==> src/rtl/trace_display_if.sv <==
// Bundles the capture inputs and the display/status outputs of trace_display.
// The bench drives through the master modport; the design uses the slave modport.
interface trace_display_if #(
    parameter int DATA_W = 16,
    parameter int DEPTH  = 8
);
    localparam int NDIG = 2 * DATA_W / 4;
    localparam int CW   = $clog2(DEPTH) + 1;

    logic [DATA_W-1:0] PCIn;
    logic [DATA_W-1:0] InstrIn;
    logic              InValid;
    logic              Freeze;
    logic              Step;
    logic [6:0]        out7;
    logic [NDIG-1:0]   en_out;
    logic [CW-1:0]     Count;
    logic              Frozen;

    modport master (
        output PCIn, InstrIn, InValid, Freeze, Step,
        input  out7, en_out, Count, Frozen
    );

    modport slave (
        input  PCIn, InstrIn, InValid, Freeze, Step,
        output out7, en_out, Count, Frozen
    );
endinterface

==> src/rtl/trace_display.sv <==
// Circular PC/instruction trace buffer with live/frozen viewing, shown on a
// multiplexed active-low 7-segment display (PC on the low digits, instruction above).
module trace_display #(
    parameter int DATA_W   = 16,
    parameter int DEPTH    = 8,
    parameter int SCAN_DIV = 100000
) (
    input  logic           Clk,
    input  logic           Reset,
    trace_display_if.slave bus
);
    localparam int AW   = $clog2(DEPTH);
    localparam int NDIG = 2 * DATA_W / 4;
    localparam int DGW  = $clog2(NDIG);
    localparam int SW   = $clog2(SCAN_DIV);

    typedef enum logic {LIVE, FROZEN} state_t;

    state_t            state_q;
    logic [AW-1:0]     wrPtr_q;
    logic [AW-1:0]     offset_q;
    logic [AW:0]       count_q;
    logic [DATA_W-1:0] pcMem_q    [DEPTH];
    logic [DATA_W-1:0] instrMem_q [DEPTH];
    logic [SW-1:0]     scanCnt_q;
    logic [DGW-1:0]    digit_q;

    logic                doWrite;
    logic                doStep;
    logic [AW-1:0]       rdIdx;
    logic [2*DATA_W-1:0] viewWord;
    logic [3:0]          nibble;
    logic [NDIG-1:0]     enable;

    // The entering cycle is still LIVE, so a capture there lands in the frozen view.
    assign doWrite = (state_q == LIVE) && bus.InValid;
    assign doStep  = (state_q == FROZEN) && bus.Step && (count_q != '0);

    always_ff @(posedge Clk or posedge Reset) begin
        if (Reset) begin
            state_q  <= LIVE;
            wrPtr_q  <= '0;
            count_q  <= '0;
            offset_q <= '0;
        end else begin
            if (doWrite) begin
                wrPtr_q <= wrPtr_q + AW'(1);
                if (count_q != (AW+1)'(DEPTH))
                    count_q <= count_q + (AW+1)'(1);
            end
            case (state_q)
                LIVE: begin
                    if (bus.Freeze) begin
                        state_q  <= FROZEN;
                        offset_q <= '0;
                    end
                end
                FROZEN: begin
                    if (!bus.Freeze)
                        state_q <= LIVE;
                    else if (doStep)
                        offset_q <= ({1'b0, offset_q} == count_q - (AW+1)'(1)) ? '0 : offset_q + AW'(1);
                end
                default: state_q <= LIVE;
            endcase
        end
    end

    // Buffer storage is never cleared; Count gates every read of it.
    always_ff @(posedge Clk) begin
        if (doWrite) begin
            pcMem_q[wrPtr_q]    <= bus.PCIn;
            instrMem_q[wrPtr_q] <= bus.InstrIn;
        end
    end

    always_ff @(posedge Clk or posedge Reset) begin
        if (Reset) begin
            scanCnt_q <= '0;
            digit_q   <= '0;
        end else if (scanCnt_q == SW'(SCAN_DIV - 1)) begin
            scanCnt_q <= '0;
            digit_q   <= (digit_q == DGW'(NDIG - 1)) ? '0 : digit_q + DGW'(1);
        end else begin
            scanCnt_q <= scanCnt_q + SW'(1);
        end
    end

    assign rdIdx    = wrPtr_q - AW'(1) - ((state_q == FROZEN) ? offset_q : '0);
    assign viewWord = (count_q == '0) ? '0 : {instrMem_q[rdIdx], pcMem_q[rdIdx]};

    always_comb begin
        nibble = '0;
        enable = '1;
        for (int i = 0; i < NDIG; i++) begin
            if (digit_q == DGW'(i)) begin
                nibble    = viewWord[4*i +: 4];
                enable[i] = 1'b0;
            end
        end
    end

    function automatic logic [6:0] hexSeg(input logic [3:0] n);
        case (n)
            4'h0: hexSeg = 7'b1000000;
            4'h1: hexSeg = 7'b1111001;
            4'h2: hexSeg = 7'b0100100;
            4'h3: hexSeg = 7'b0110000;
            4'h4: hexSeg = 7'b0011001;
            4'h5: hexSeg = 7'b0010010;
            4'h6: hexSeg = 7'b0000010;
            4'h7: hexSeg = 7'b1111000;
            4'h8: hexSeg = 7'b0000000;
            4'h9: hexSeg = 7'b0010000;
            4'hA: hexSeg = 7'b0001000;
            4'hB: hexSeg = 7'b0000011;
            4'hC: hexSeg = 7'b1000110;
            4'hD: hexSeg = 7'b0100001;
            4'hE: hexSeg = 7'b0000110;
            default: hexSeg = 7'b0001110;
        endcase
    endfunction

    assign bus.out7   = hexSeg(nibble);
    assign bus.en_out = enable;
    assign bus.Count  = count_q;
    assign bus.Frozen = (state_q == FROZEN);
endmodule
==> src/flat_wrapper.sv <==
// flat-port wrapper written by rule: the top's interface ports become plain ports
module trace_display_flat 
#(
    parameter int DATA_W   = 16,
    parameter int DEPTH    = 8,
    parameter int SCAN_DIV = 100000
)
  (Clk, Reset, bus_PCIn, bus_InstrIn, bus_InValid, bus_Freeze, bus_Step, bus_out7, bus_en_out, bus_Count, bus_Frozen);
  trace_display_if #(.DATA_W(DATA_W), .DEPTH(DEPTH)) bus_i ();
  input  logic Clk;
  input  logic Reset;
  input wire logic [$bits(bus_i.PCIn)-1:0] bus_PCIn;
  input wire logic [$bits(bus_i.InstrIn)-1:0] bus_InstrIn;
  input wire logic [$bits(bus_i.InValid)-1:0] bus_InValid;
  input wire logic [$bits(bus_i.Freeze)-1:0] bus_Freeze;
  input wire logic [$bits(bus_i.Step)-1:0] bus_Step;
  output wire logic [$bits(bus_i.out7)-1:0] bus_out7;
  output wire logic [$bits(bus_i.en_out)-1:0] bus_en_out;
  output wire logic [$bits(bus_i.Count)-1:0] bus_Count;
  output wire logic [$bits(bus_i.Frozen)-1:0] bus_Frozen;
  assign bus_i.PCIn = bus_PCIn;
  assign bus_i.InstrIn = bus_InstrIn;
  assign bus_i.InValid = bus_InValid;
  assign bus_i.Freeze = bus_Freeze;
  assign bus_i.Step = bus_Step;
  assign bus_out7 = bus_i.out7;
  assign bus_en_out = bus_i.en_out;
  assign bus_Count = bus_i.Count;
  assign bus_Frozen = bus_i.Frozen;
  trace_display #(.DATA_W(DATA_W), .DEPTH(DEPTH), .SCAN_DIV(SCAN_DIV)) u_core (.Clk(Clk), .Reset(Reset), .bus(bus_i));
endmodule
==> config.mk <==
export PLATFORM = sky130hd
export DESIGN_NAME = trace_display_flat
export DESIGN_NICKNAME = d
export VERILOG_FILES = /design/src/rtl/trace_display_if.sv /design/src/rtl/trace_display.sv /design/src/flat_wrapper.sv
export SDC_FILE = /design/constraint.sdc
export NUM_CORES = 1
export LEC_CHECK = 0
export CORE_MARGIN = 4
export CORE_UTILIZATION = 60
export DETAILED_ROUTE_END_ITERATION = 10
export PLACE_DENSITY_LB_ADDON = 0.1
export SYNTH_ARGS = -nofsm -noshare
export SYNTH_HDL_FRONTEND = slang
export SYNTH_SLANG_ARGS = --single-unit
==> constraint.sdc <==
create_clock -name Clk -period 6.1 [get_ports Clk]
set_input_delay 1.22 -clock Clk [delete_from_list [all_inputs] [get_ports Clk]]
set_output_delay 1.22 -clock Clk [all_outputs]
set_load 0.05 [all_outputs]
# Word-level counts from Yosys, hierarchy flattened
# Memory sizes are Yosys's and may differ from the RTL's.
# Cells that the tools add are included.
# classes
n_reduce_logical	8
bitwise	1
n_mux	28
addsub	8
eq_ne	13
# ops
operator	count
2-to-1 mux 32 bit	1
2-to-1 mux 4 bit	8
2-to-1 mux 3 bit	6
adder 17 x 1 -> 17 bit (second input constant)	1
== test 17 bit (second input constant)	1
2-to-1 mux 17 bit	1
== test 3 bit (second input constant)	4
2-to-1 mux 1 bit	11
adder 3 x 1 -> 3 bit (second input constant)	3
== test 3 x 2 -> 1 bit (second input constant)	2
inequality test 2 bit (second input constant)	3
case mux 3 bit (2 select lines)	1
adder 4 x 1 -> 4 bit (second input constant)	1
== test 3 x 4 -> 1 bit	1
zero test 4 bit	1
inequality test 4 bit (second input constant)	1
nonzero test 4 bit	1
subtractor 4 x 1 -> 4 bit (second input constant)	1
== test 3 x 1 -> 1 bit (second input constant)	1
logical AND 1 bit	3
zero test 3 bit	1
AND reduction 3 bit	1
subtractor 3 x 1 -> 3 bit (second input constant)	1
subtractor 3 bit	1
other kinds (2)	2
# word_totals
n_memories	3
out_inout_bits	20
rom_bits	112
elab_cells	67
ff_bits	31
ram_bits	256
# mem_list
name	depth	width	read_ports	rd_clocked_by_memory_dff	wr	line	rtl
u_core.instrMem_q	8	16	1	0	1	trace_display.sv:24	logic [DATA_W-1:0] instrMem_q [DEPTH];
u_core.pcMem_q	8	16	1	0	1	trace_display.sv:23	logic [DATA_W-1:0] pcMem_q [DEPTH];
(no name shown)	16	7	1	0	0	trace_display.sv:104	case (n)

# Longest topological paths before layout
# An unclocked memory read counts as a cell.
# logic_depth
ltp_word	13
ltp_mapped	19
ltp_nobuf	16

# Worst setup path after synthesis
# OpenSTA, ideal clock, no wires.
# synth_timing
kind	register -> output
from	register u_core.state_q (netlist: u_core.bus.Frozen)
to	output bus_out7[0]
arrival_time_ps	5123
path_slack_ps	-243
path_stages_with_launch	19
t_required_ps	4880
cell_sequence	dfrtp_1 clkbuf_1 nand2_1 ha_1 inv_1 fa_1 buf_2 buf_1 clkbuf_1 mux4_2 mux2i_1 o22ai_1 a31oi_1 o2111ai_1 and2_1 inv_1 ha_1 inv_1 a311oi_1
# synth_between
elab_chain_len	13
word_cells_on_any_way	14
classes_between	add/sub (1); mux (10); memory (3)
# synth_rtl
element	line	rtl
start, declared	trace_display.sv:19	state_t state_q;
start signal, assigned	trace_display.sv:41	state_q <= LIVE;
start signal, assigned	trace_display.sv:54	state_q <= FROZEN;
start signal, assigned	trace_display.sv:60	state_q <= LIVE;
2-to-1 mux 3 bit (*)	trace_display.sv:89	assign rdIdx = wrPtr_q - AW'(1) - ((state_q == FROZEN) ? offset_q : '0);
subtractor 3 bit (*)	trace_display.sv:89	
memory read (8 x 16 bit)	--	
2-to-1 mux 32 bit (*)	trace_display.sv:90	assign viewWord = (count_q == '0) ? '0 : {instrMem_q[rdIdx], pcMem_q[rdIdx]};
2-to-1 mux 4 bit (7 in series)	trace_display.sv:96	if (digit_q == DGW'(i)) begin
2-to-1 mux 4 bit (*)	trace_display.sv:96	
memory read (16 x 7 bit) (*)	--	
end, declared	flat_wrapper.sv:17	output wire logic [$bits(bus_i.out7)-1:0] bus_out7;
# Every way passes the cells marked *; elsewhere a longest branch is shown, timed or not.

# Final worst setup path
# layout_timing
from	register u_core.state_q (netlist: u_core.bus.Frozen)
to	output bus_out7[3]
# Same word-level chain as after synthesis.

==> flow_summary.toml <==
[outcome]
outcome = "finished clean"

[critical_path]
path_max_fanout = 28
r2r-end = "u_core.instrMem_q[2][1]"
path_class = "reg -> out"
crit_path_start = "u_core.bus.Frozen"
worstReg2RegStart = "u_core.bus.Frozen"
ff2ff_setup_slack_ns = 3.49
critPathArrivalTime_ns = 4.69
required_ns = 4.88
cp-end-kind = "output port"
start_kind = "flop"
reg2reg_depth = 4
crit_end = "bus_out7[3]"

[timing]
fin_worst_skew_ns = 0.0134
min_period_over_period_pct = 96.8
drv_slew = 0
worst_slack_ns = 0.193
period_minus_slack_ns = 5.91
rsz0062_at_grt = "no"
hold_viol = 0
tightest_slew_ns = 1.18
fin_tns_setup_ns = 0
max_slew_margin_pct = 21.1
timing.fmax_mhz = 169
setup_viol = 0

[logic_synthesis]
post_synth.cell_area_avg_sq_um = 16.9
ys_async_sr_fraction_pct = 10.8
ys_seq_elements = 287
synth_ff_type = "edfxtp_1"
syn-cell-area_sq_um = 12200
synthCells = 720
synth_nets = 777
synth_edf_count = 256
ys_warn_count = 0
synth_cell_types = 60
ys_seq_area_share_pct = 69.5

[detailed_routing]
drc_errors = 0
routed_wl_um = 26800
drt-vias-per-instance = 6.35
final_antenna_net_count = 0
wire_per_inst_um = 24.6
vias = 6919
dr.pass1.iters = 5
drt_iter0_drc = 713

[placed_design]
place_area_sq_um = 13200
pre_cts_ws_ns = 0.329
gp_congestion = 0.912
dp.final_hpwl_um = 16100
numPortBuffers = 56

[floorplanning]
die_w_um = 150
initial_core_util_pct = 61.8
coreArea_sq_um = 19700
placementRows = 51
dieArea_sq_um = 22600
die_h_um = 150
io_pins = 57

[clocking]
hold_buffers = 0
cts-buffers-inserted = 29
clock-sinks = 287
clk_pin_slew_ns = 0.06
h-tree-depth = 1
cts_max_path_buffers = 3
insertion_delay_ns = 0.56
root_buffer = "clkbuf_16"
tritoncts = "yes"

[final_layout]
fin_util_pct = 72.3
post-route-cell-area_sq_um = 14300
nNetsFinal = 859
syn_to_final_growth_pct = 17.1
drive_above_1_share_pct = 18.9
most-common-layout-cells = "edfxtp_1 (256), nand2_1 (68), mux4_2 (50)"
layout_commonest_cell = "edfxtp_1"
insertedDiodeCount = 0

[flow_run]
maxCapViolations = 0

[global_route]
antenna_found_initial = 0
grtUsageTotal_pct = 24.1
grt_max_degree = 35
grt_pass1_vias = 7042
grt_overflow_total = 0
grt_first_pass_wirelength_um = 41000

[pwr]
p_per_area_nw_per_um2 = 628
power.leakage_nw = 4.93
vdd_drop_max_v = 0.000489

[worst_hold_path]
hold_class = "reg -> reg"
[where the power goes]
part           total, W  internal (W)  switching, W
combinational   0.00483       0.00218       0.00265
sequential      0.00240       0.00231     0.0000956
clock           0.00173      0.000999      0.000728
[worst min-delay path by stage]
stage | startpoint | cells after the start | to | slack [ns]
detailed placement | u_core.scanCnt_q[14] | 1 | u_core.scanCnt_q[14] | 0.49
finish | u_core.scanCnt_q[4] | 1 | u_core.scanCnt_q[4] | 0.50
global placement | u_core.scanCnt_q[0] | 1 | u_core.scanCnt_q[0] | 0.46
floorplan | u_core.scanCnt_q[0] | 1 | u_core.scanCnt_q[0] | 0.45
global route | u_core.scanCnt_q[14] | 1 | u_core.scanCnt_q[14] | 0.53
CTS | u_core.scanCnt_q[4] | 1 | u_core.scanCnt_q[4] | 0.49
[cells in the mapped netlist, types with 3 or more instances]
master | number | area share (%)
a211oi_1 | 6 | 0.37
a21o_1 | 3 | 0.18
a21oi_1 | 9 | 0.37
a31oi_1 | 6 | 0.31
and2_1 | 4 | 0.21
and3_1 | 8 | 0.41
buf_2 | 8 | 0.33
buf_4 | 4 | 0.25
buf_6 | 6 | 0.55
clkbuf_1 | 10 | 0.31
dfrtp_1 | 31 | 6.4
edfxtp_1 | 256 | 63
ha_1 | 19 | 2.0
inv_1 | 21 | 0.65
mux2_2 | 11 | 1.0
mux2i_1 | 28 | 2.3
mux4_2 | 50 | 9.2
nand2_1 | 68 | 2.1
nand2b_1 | 4 | 0.21
nand3_1 | 25 | 1.0
nand4_1 | 5 | 0.26
nor2_1 | 24 | 0.74
nor2b_1 | 6 | 0.31
nor3_1 | 13 | 0.53
o211ai_1 | 3 | 0.18
o21ai_0 | 15 | 0.62
o22ai_1 | 12 | 0.62
o31ai_1 | 4 | 0.25
xnor2_1 | 13 | 0.93
xnor2_4 | 3 | 0.68
xor2_1 | 8 | 0.58
[critical path, cell delays in order (launching register included)]
cell and delay (ns):
dfrtp_2 0.48, nand2_1 0.14, ha_4 0.13, inv_1 0.05, fa_2 0.41, xnor2_4 0.17
buf_12 0.15, xnor2_4 0.17, buf_12 0.24, mux2_2 0.37, a21oi_1 0.20, o22a_1 0.21
o2111ai_1 0.16, and2_1 0.27, inv_1 0.15, ha_1 0.25, inv_1 0.09, mux2i_1 0.08
mux2i_1 0.25, buf_12 0.18
[cells by family (layout without fill, tap and decap cells)]
logic type	count (synthesis)	in the layout	synth area share, %
xor+xnor	24	24	2.19
mux	92	92	13.0
flops	287	287	69.5
fa+ha+maj	20	20	2.12
compound gates	81	81	4.77
buf+inv	50	154	2.12
simple gates	166	166	6.34
[registers in the layout (all words and copies together) (netlist names)]
register / flops
u_core.bus.Frozen: 1
u_core.bus.Count: 4
u_core.pcMem_q: 128
u_core.wrPtr_q: 3
u_core.instrMem_q: 128
u_core.offset_q: 3
u_core.scanCnt_q: 17
u_core.digit_q: 3
[timing repair]
action	4_1_cts	5_1_grt
endpoints found under the hold margin	0	0
gates cloned	0	1
gates resized for setup	3	8
setup endpoints to repair	7	7
buffers inserted	3	1
pin swaps	1	1
[through the flow]
step                      power [W]  std cells  hold WS, ns
after floorplan             0.00548        720        0.448
after global placement      0.00688       1031        0.461
after detailed placement    0.00699       1031        0.486
after CTS                   0.00881       1087        0.495
after global routing        0.00935       1089        0.528
final                       0.00896       1089        0.502
[routing by layer]
metal / GRT usage, % / vias up / routed length, um
met3: 4.18 / 49 / 2070
met4: 7.04 / 0 / 663
li1: - / 3015 / -
met2: 38.8 / 323 / 13100
met5: 0 / - / 0
met1: 34.7 / 3532 / 10900
[cell type report]
class / count / area, sq um
sequential: 287 / 8460
fill: 1203 / 5460
multi-input combinational: 383 / 3550
timing repair buffer: 80 / 903
clock buffer: 39 / 793
tap: 265 / 332
clock inverter: 14 / 136
inverter: 21 / 78.8
(Power assumes the default switching activity.)
